===== src/rtl/dsp_nco_pkg.sv =====
// Shared constants for the NCO control blocks.
// State encodings and sweep mode values.
package dsp_nco_pkg;

    typedef enum logic {
        ST_IDLE = 1'b0,
        ST_RUN  = 1'b1
    } sweep_state_e;

    localparam logic MODE_ONESHOT = 1'b0;
    localparam logic MODE_LOOP    = 1'b1;

endpackage


===== src/rtl/dsp_nco_sweep_ctrl.sv =====
// Stepped linear chirp sequencer feeding dsp_nco en / phi_inc.
// Holds each FCW for dwell+1 cycles; one-shot or looped sweeps.
module dsp_nco_sweep_ctrl
    import dsp_nco_pkg::*;
#(
    parameter int PHI_WIDTH   = 32,
    parameter int STEP_WIDTH  = 16,
    parameter int DWELL_WIDTH = 16
) (
    input  logic                   clk,
    input  logic                   rst_n,
    input  logic                   start,
    input  logic                   abort,
    input  logic [PHI_WIDTH-1:0]   cfg_start_fcw,
    input  logic [PHI_WIDTH-1:0]   cfg_step_fcw,
    input  logic [STEP_WIDTH-1:0]  cfg_num_steps,
    input  logic [DWELL_WIDTH-1:0] cfg_dwell,
    input  logic                   cfg_loop,
    output logic                   nco_en,
    output logic [PHI_WIDTH-1:0]   nco_phi_inc,
    output logic                   busy,
    output logic                   done,
    output logic [STEP_WIDTH-1:0]  step_idx
);

    sweep_state_e           state_q, state_d;
    logic [PHI_WIDTH-1:0]   start_fcw_q, start_fcw_d;
    logic [PHI_WIDTH-1:0]   step_fcw_q, step_fcw_d;
    logic [STEP_WIDTH-1:0]  num_steps_q, num_steps_d;
    logic [DWELL_WIDTH-1:0] dwell_q, dwell_d;
    logic                   loop_q, loop_d;
    logic [DWELL_WIDTH-1:0] dwell_cnt_q, dwell_cnt_d;
    logic [STEP_WIDTH-1:0]  step_idx_q, step_idx_d;
    logic [PHI_WIDTH-1:0]   phi_q, phi_d;
    logic                   en_q, en_d;
    logic                   busy_q, busy_d;
    logic                   done_q, done_d;

    // Next-state, shadow capture and sweep stepping.
    always_comb begin
        state_d     = state_q;
        start_fcw_d = start_fcw_q;
        step_fcw_d  = step_fcw_q;
        num_steps_d = num_steps_q;
        dwell_d     = dwell_q;
        loop_d      = loop_q;
        dwell_cnt_d = dwell_cnt_q;
        step_idx_d  = step_idx_q;
        phi_d       = phi_q;
        en_d        = en_q;
        busy_d      = busy_q;
        done_d      = 1'b0;
        unique case (state_q)
            ST_IDLE: begin
                en_d        = 1'b0;
                busy_d      = 1'b0;
                phi_d       = '0;
                step_idx_d  = '0;
                dwell_cnt_d = '0;
                if (start && !abort) begin
                    state_d     = ST_RUN;
                    start_fcw_d = cfg_start_fcw;
                    step_fcw_d  = cfg_step_fcw;
                    num_steps_d = cfg_num_steps;
                    dwell_d     = cfg_dwell;
                    loop_d      = cfg_loop;
                    en_d        = 1'b1;
                    busy_d      = 1'b1;
                    phi_d       = cfg_start_fcw;
                end
            end
            ST_RUN: begin
                if (abort) begin
                    state_d     = ST_IDLE;
                    en_d        = 1'b0;
                    busy_d      = 1'b0;
                    phi_d       = '0;
                    step_idx_d  = '0;
                    dwell_cnt_d = '0;
                end else if (dwell_cnt_q == dwell_q) begin
                    dwell_cnt_d = '0;
                    if (step_idx_q < num_steps_q) begin
                        phi_d      = phi_q + step_fcw_q;
                        step_idx_d = step_idx_q + 1'b1;
                    end else if (loop_q == MODE_LOOP) begin
                        phi_d      = start_fcw_q;
                        step_idx_d = '0;
                    end else begin
                        state_d    = ST_IDLE;
                        en_d       = 1'b0;
                        busy_d     = 1'b0;
                        phi_d      = '0;
                        step_idx_d = '0;
                        done_d     = 1'b1;
                    end
                end else begin
                    dwell_cnt_d = dwell_cnt_q + 1'b1;
                end
            end
            default: state_d = ST_IDLE;
        endcase
    end

    // State and output registers.
    always_ff @(posedge clk or negedge rst_n) begin
        if (!rst_n) begin
            state_q     <= ST_IDLE;
            start_fcw_q <= '0;
            step_fcw_q  <= '0;
            num_steps_q <= '0;
            dwell_q     <= '0;
            loop_q      <= 1'b0;
            dwell_cnt_q <= '0;
            step_idx_q  <= '0;
            phi_q       <= '0;
            en_q        <= 1'b0;
            busy_q      <= 1'b0;
            done_q      <= 1'b0;
        end else begin
            state_q     <= state_d;
            start_fcw_q <= start_fcw_d;
            step_fcw_q  <= step_fcw_d;
            num_steps_q <= num_steps_d;
            dwell_q     <= dwell_d;
            loop_q      <= loop_d;
            dwell_cnt_q <= dwell_cnt_d;
            step_idx_q  <= step_idx_d;
            phi_q       <= phi_d;
            en_q        <= en_d;
            busy_q      <= busy_d;
            done_q      <= done_d;
        end
    end

    assign nco_en      = en_q;
    assign nco_phi_inc = phi_q;
    assign busy        = busy_q;
    assign done        = done_q;
    assign step_idx    = step_idx_q;

endmodule


===== config.mk =====
export PLATFORM = sky130hd
export DESIGN_NAME = dsp_nco_sweep_ctrl
export DESIGN_NICKNAME = d
export VERILOG_FILES = /design/src/rtl/dsp_nco_pkg.sv /design/src/rtl/dsp_nco_sweep_ctrl.sv
export SDC_FILE = /design/constraint.sdc
export NUM_CORES = 1
export LEC_CHECK = 0
export BUFFER_PORTS_ARGS = -buffer_cell sky130_fd_sc_hd__buf_2
export CORE_UTILIZATION = 40
export CTS_BUF_LIST = sky130_fd_sc_hd__clkbuf_4
export DETAILED_ROUTE_END_ITERATION = 8
export HOLD_SLACK_MARGIN = 0.05
export PLACE_DENSITY = 0.72
export SLEW_MARGIN = 0
export SYNTH_ARGS = -nofsm -noshare
export SYNTH_HDL_FRONTEND = slang
export SYNTH_SLANG_ARGS = --single-unit

===== constraint.sdc =====
create_clock -name clk -period 3.7 [get_ports clk]
set_input_delay 0.37 -clock clk [delete_from_list [all_inputs] [get_ports clk]]
set_output_delay 0.37 -clock clk [all_outputs]
set_load 0.02 [all_outputs]

Word-level counts from Yosys, hierarchy flattened
Index checks and enable logic that the tools add are counted.
{ "word_totals": {"register_bits": 164, "out_inout_bits": 51, "wordCells": 53} }
{ "classes": {"addsub": 3, "order_cmp": 1, "n_eq_ne": 4, "muxes": 29, "bitwise": 1, "n_reduce_logical": 4} }
{ "ops": {"columns": ["op", "count"], "rows": [
  ["$mux 32", 5],
  ["$mux 16", 5],
  ["$pmux 16 s2", 2],
  ["$pmux 32 s2", 1],
  ["$add 16x1->16 const B", 2],
  ["$add 32x32->32", 1],
  ["$eq 16x16->1", 1],
  ["$lt 16x16->1", 1],
  ["$mux 1", 14],
  ["$ne 3x3->1 const B", 2],
  ["$pmux 1 s2", 2],
  ["$ne 3x2->1 const B", 1],
  ["$reduce_and 3->1", 1],
  ["$reduce_and 2->1", 1],
  ["$logic_and 1x1->1", 1],
  ["$logic_not 1->1", 1],
  ["$not 1->1", 1]
]} }

Logic depth before layout (Yosys ltp)
{ "depth": {"ltp_word": 5, "mapped_depth": 11} }

Worst setup path after synthesis
No wires, ideal clock.
{ "synth_timing": {"path_type": "reg-to-reg", "from": "reg phi_q[0] (netlist: nco_phi_inc[0])", "to": "reg phi_q[24] (netlist: nco_phi_inc[24])", "setup_time_ns": 0.125, "arrival_time_ns": 2.713, "required_ns": 3.575, "setup_slack_ns": 0.862, "stages_incl_launch_ff": 11, "path_buffers": 0, "synth_period_minus_slack_ns": 2.838, "cell_sequence": "dfrtp_1 > ha_1 > inv_1 > fa_1 > nor2b_1 > o31ai_1 > a211oi_2 > o21ai_1 > a31o_1 > mux2_1 > a2111oi_0"} }
{ "synth_between": {"elab_chain_len": 5} }
{ "synth_lines": {"columns": ["item", "line", "text"], "rows": [
  ["start, declared", "dsp_nco_sweep_ctrl.sv:34", "logic [PHI_WIDTH-1:0] phi_q, phi_d;"],
  ["start signal, assigned", "dsp_nco_sweep_ctrl.sv:128", "phi_q <= phi_d;"],
  ["$add 32x32->32", "dsp_nco_sweep_ctrl.sv:83", "phi_d = phi_q + step_fcw_q;"],
  ["$mux 32", "dsp_nco_sweep_ctrl.sv:82", "if (step_idx_q < num_steps_q) begin"],
  ["$mux 32", "dsp_nco_sweep_ctrl.sv:80", "end else if (dwell_cnt_q == dwell_q) begin"],
  ["$mux 32", "dsp_nco_sweep_ctrl.sv:73", "if (abort) begin"],
  ["$pmux 32 s2", "dsp_nco_sweep_ctrl.sv:53", "unique case (state_q)"]
]} }
No other way between the ends. The select of a mux whose other input is x is not followed.
A chain may end at the register's enable or synchronous reset.

Final worst setup path
Ends and elaborated chain as after synthesis.

==> run summary <==
top-area cell type share of the netlist area - 0.438
row count - 55
final wirelength - 27.5 mm
maxcap violations - 0
placed wire-length estimate - 18.8 mm
number of max-slew violations in the final report - 0
final period demand of the worst path - 3000 ps
largest net degree at the start of global routing - 92
TritonCTS buffer count - 17
most common cell in the synthesized netlist - nand2_1
weighted congestion reported at the end of routability-driven placement - 0.928
summed instance area of the synthesized netlist - 9380 um2
clock sink count - 164
Yosys reg bits - 164
peak fanout along the critical path - 5
Post-Layout Cell Count - 1671
Die H - 155 um
clock insertion delay at the later pin of the skew report - 600 ps
Critical Path Sink Type - flip-flop
mean post-synth cell area - 8.44 um2
dpl cells - 1546
share of layout cells above drive strength 1 - 0.161
final number of hold-violating endpoints - 0
Pwr Density - 533 nW/um2
count of buffers from port buffering - 151
Fmax - 0.334 GHz
count of H-tree levels built during CTS - 4
final number of setup-violating endpoints - 0
maximum clock skew at final layout - 30.3 ps
number of flops mapped to enable cells by yosys - 0
remaining design rule violation count - 0
outcome - complete, no violations
fraction of synthesis flops using an asynchronous set or reset pin - 1.00
worst hold path class - input port to flip-flop
Yosys Warn Count - 0
CP arrival - 3460 ps
portion of the clock cycle consumed by the worst path in the final layout - 0.810
Worst Setup Start Kind - flip-flop
net count of the finished layout - 1494
DRT Pass-1 Iters - 5
setup TNS after final layout - 0 ps
via count of the first global-routing pass - 8744
clock transition at the register clock pins on the worst setup and hold paths after CTS - 150 ps
synthesized netlist net count - 1261
Synth Flop Type - dfrtp_1
via count normalized by instance count - 5.37
library cell occupying the most area in the post-synthesis netlist - dfrtp_1
maximum clock path buffer count - 2
portion of the post-synthesis area used by sequential elements - 0.438
number of placed I/O pins - 152
clock tree from TritonCTS - yes
overall overflow remaining after global route - 0
number of nets still failing antenna checks after routing - 0
worst slew margin relative to its limit - 0.362
critical path data required time - 4170 ps
post-synthesis instance total - 1111
transition time of the tightest slew-check pin - 954 ps
PostCTS Resize Cnt - 0
cts-stage hold buffer count - 92
setup repair after global routing missed its margin - no
Die Area - 24100 um2
number of setup buffers added after CTS - 0
Starting Density - 0.411
Pleak - 5.97 nW
overall die width - 155 um
Final Util - 0.515
cells taking the most area after synthesis - dfrtp_1 44%, nand2_1 13%, ha_1 6.4%
first-pass GRT wire length - 44.4 mm
count of distinct cell types in the synthesized netlist - 71
synthesis-to-finish area growth - 25.4%
worst hold margin - 84.0 ps
core footprint - 22800 um2
average detailed-routed wire length per instance - 16.4 um
Worst Path Class, Setup - flip-flop to flip-flop
antenna violations before repair - 1
root buf cell - clkbuf_4
ranking of synthesized cells by instance count - 318 x nand2_1, 164 x dfrtp_1, 78 x nor2_1, 51 x o21ai_0, 48 x ha_1
Worst VDD drop - 209 uV
Vias - 8969
minimum setup slack after placement - 768 ps
Overall Global Routing Usage - 0.235
initial detailed-routing violation count - 624
minimum setup slack in the final design - 704 ps
metrics by stage:
stage / area [um2] / total power, mW
floorplan: 9380 / 4.25
finish: 11800 / 6.27
detailed placement: 10500 / 5.00
global route: 11800 / 6.71
global placement: 10500 / 4.93
CTS: 11800 / 6.27
cell type report:
type                       instances  area, um2
antenna                            1       2.50
sequential                       164       4100
clock buffer                      18        135
timing repair buffer             266       1870
multi-input combinational        867       4980
tap                              313        392
clock inverter                    14        176
fill                            2193      11100
inverter                          28        105
power by group:
group / switching (mW) / total (mW) / internal, mW
combinational: 1.54 / 2.59 / 1.05
clock: 0.704 / 1.19 / 0.484
sequential: 0.281 / 2.48 / 2.20
state kept, by name, indices dropped and copies added, names as in the netlist, 16 cells and up:
signal and cells:
num_steps_q 16, dwell_cnt_q 16, nco_phi_inc 32, step_idx 16, start_fcw_q 32, step_fcw_q 32
dwell_q 16
logic make-up (layout without fill, tap and decap cells):
family | Yosys count | after routing | share of synthesized area
simple gates | 545 | 545 | 0.257
compound gates | 222 | 222 | 0.158
flops | 164 | 164 | 0.438
buf+inv | 80 | 326 | 0.0327
fa+ha+maj | 49 | 49 | 0.0662
xor+xnor | 46 | 46 | 0.0430
mux | 5 | 5 | 0.00560
other cells | 0 | 1 | 0
path summary, 6_finish.rpt:
check                                           start                     endpoint  slack (ps)  cells after the start
max                        nco_phi_inc[0]$_DFFE_PN0P_  nco_phi_inc[24]$_DFFE_PN0P_         700                     11
min                                 cfg_start_fcw[23]  start_fcw_q[23]$_DFFE_PN0P_          80                      3
max reg2reg                nco_phi_inc[0]$_DFFE_PN0P_  nco_phi_inc[24]$_DFFE_PN0P_         700                     11
min reg2reg                start_fcw_q[6]$_DFFE_PN0P_   start_fcw_q[6]$_DFFE_PN0P_         490                      2
max in group asynchronous                       rst_n  nco_phi_inc[31]$_DFFE_PN0P_        2630                      3
min in group asynchronous                       rst_n   num_steps_q[8]$_DFFE_PN0P_         230                      2
per-layer routing:
metal  global-route usage  up-vias  share of wire
li1                     -     4323              -
met1                0.301     4270           0.44
met2                0.392      326           0.47
met3               0.0521       50          0.069
met4               0.0797        0          0.024
met5                    0        -              0
critical path, cell delays in order, from the launching register on:
cell and delay [ps]:
dfrtp_1 390, ha_1 200, inv_1 60, fa_1 370
nor2b_1 180, o31ai_1 90, buf_4 160, a211oi_2 360
o21ai_1 140, a31o_1 230, mux2_1 300, a2111oi_0 390
layout by cell type, fill, tap and decap left out, types with 5 or more instances in the layout:
master         instances
nor3b_1                8
nand2b_1               6
ha_1                  48
a211oi_1               9
clkbuf_4              18
nand4_1               20
o21ai_0               51
nor2b_1                5
buf_2                150
o21a_1                 7
buf_4                 22
a21o_1                20
dfrtp_1              164
dlygate4sd3_1         92
and4_1                 8
o31ai_1                7
nor2_1                78
inv_1                 28
o22ai_1                9
o21ai_1               10
a31oi_1               17
nand2_1              316
xnor2_1               15
and3_1                23
nor4_1                 5
a21oi_1               40
and2_1                 6
nand3_1               28
xor2_1                31
nor3_1                24
No activity file was read; power rests on OpenSTA's default activity.
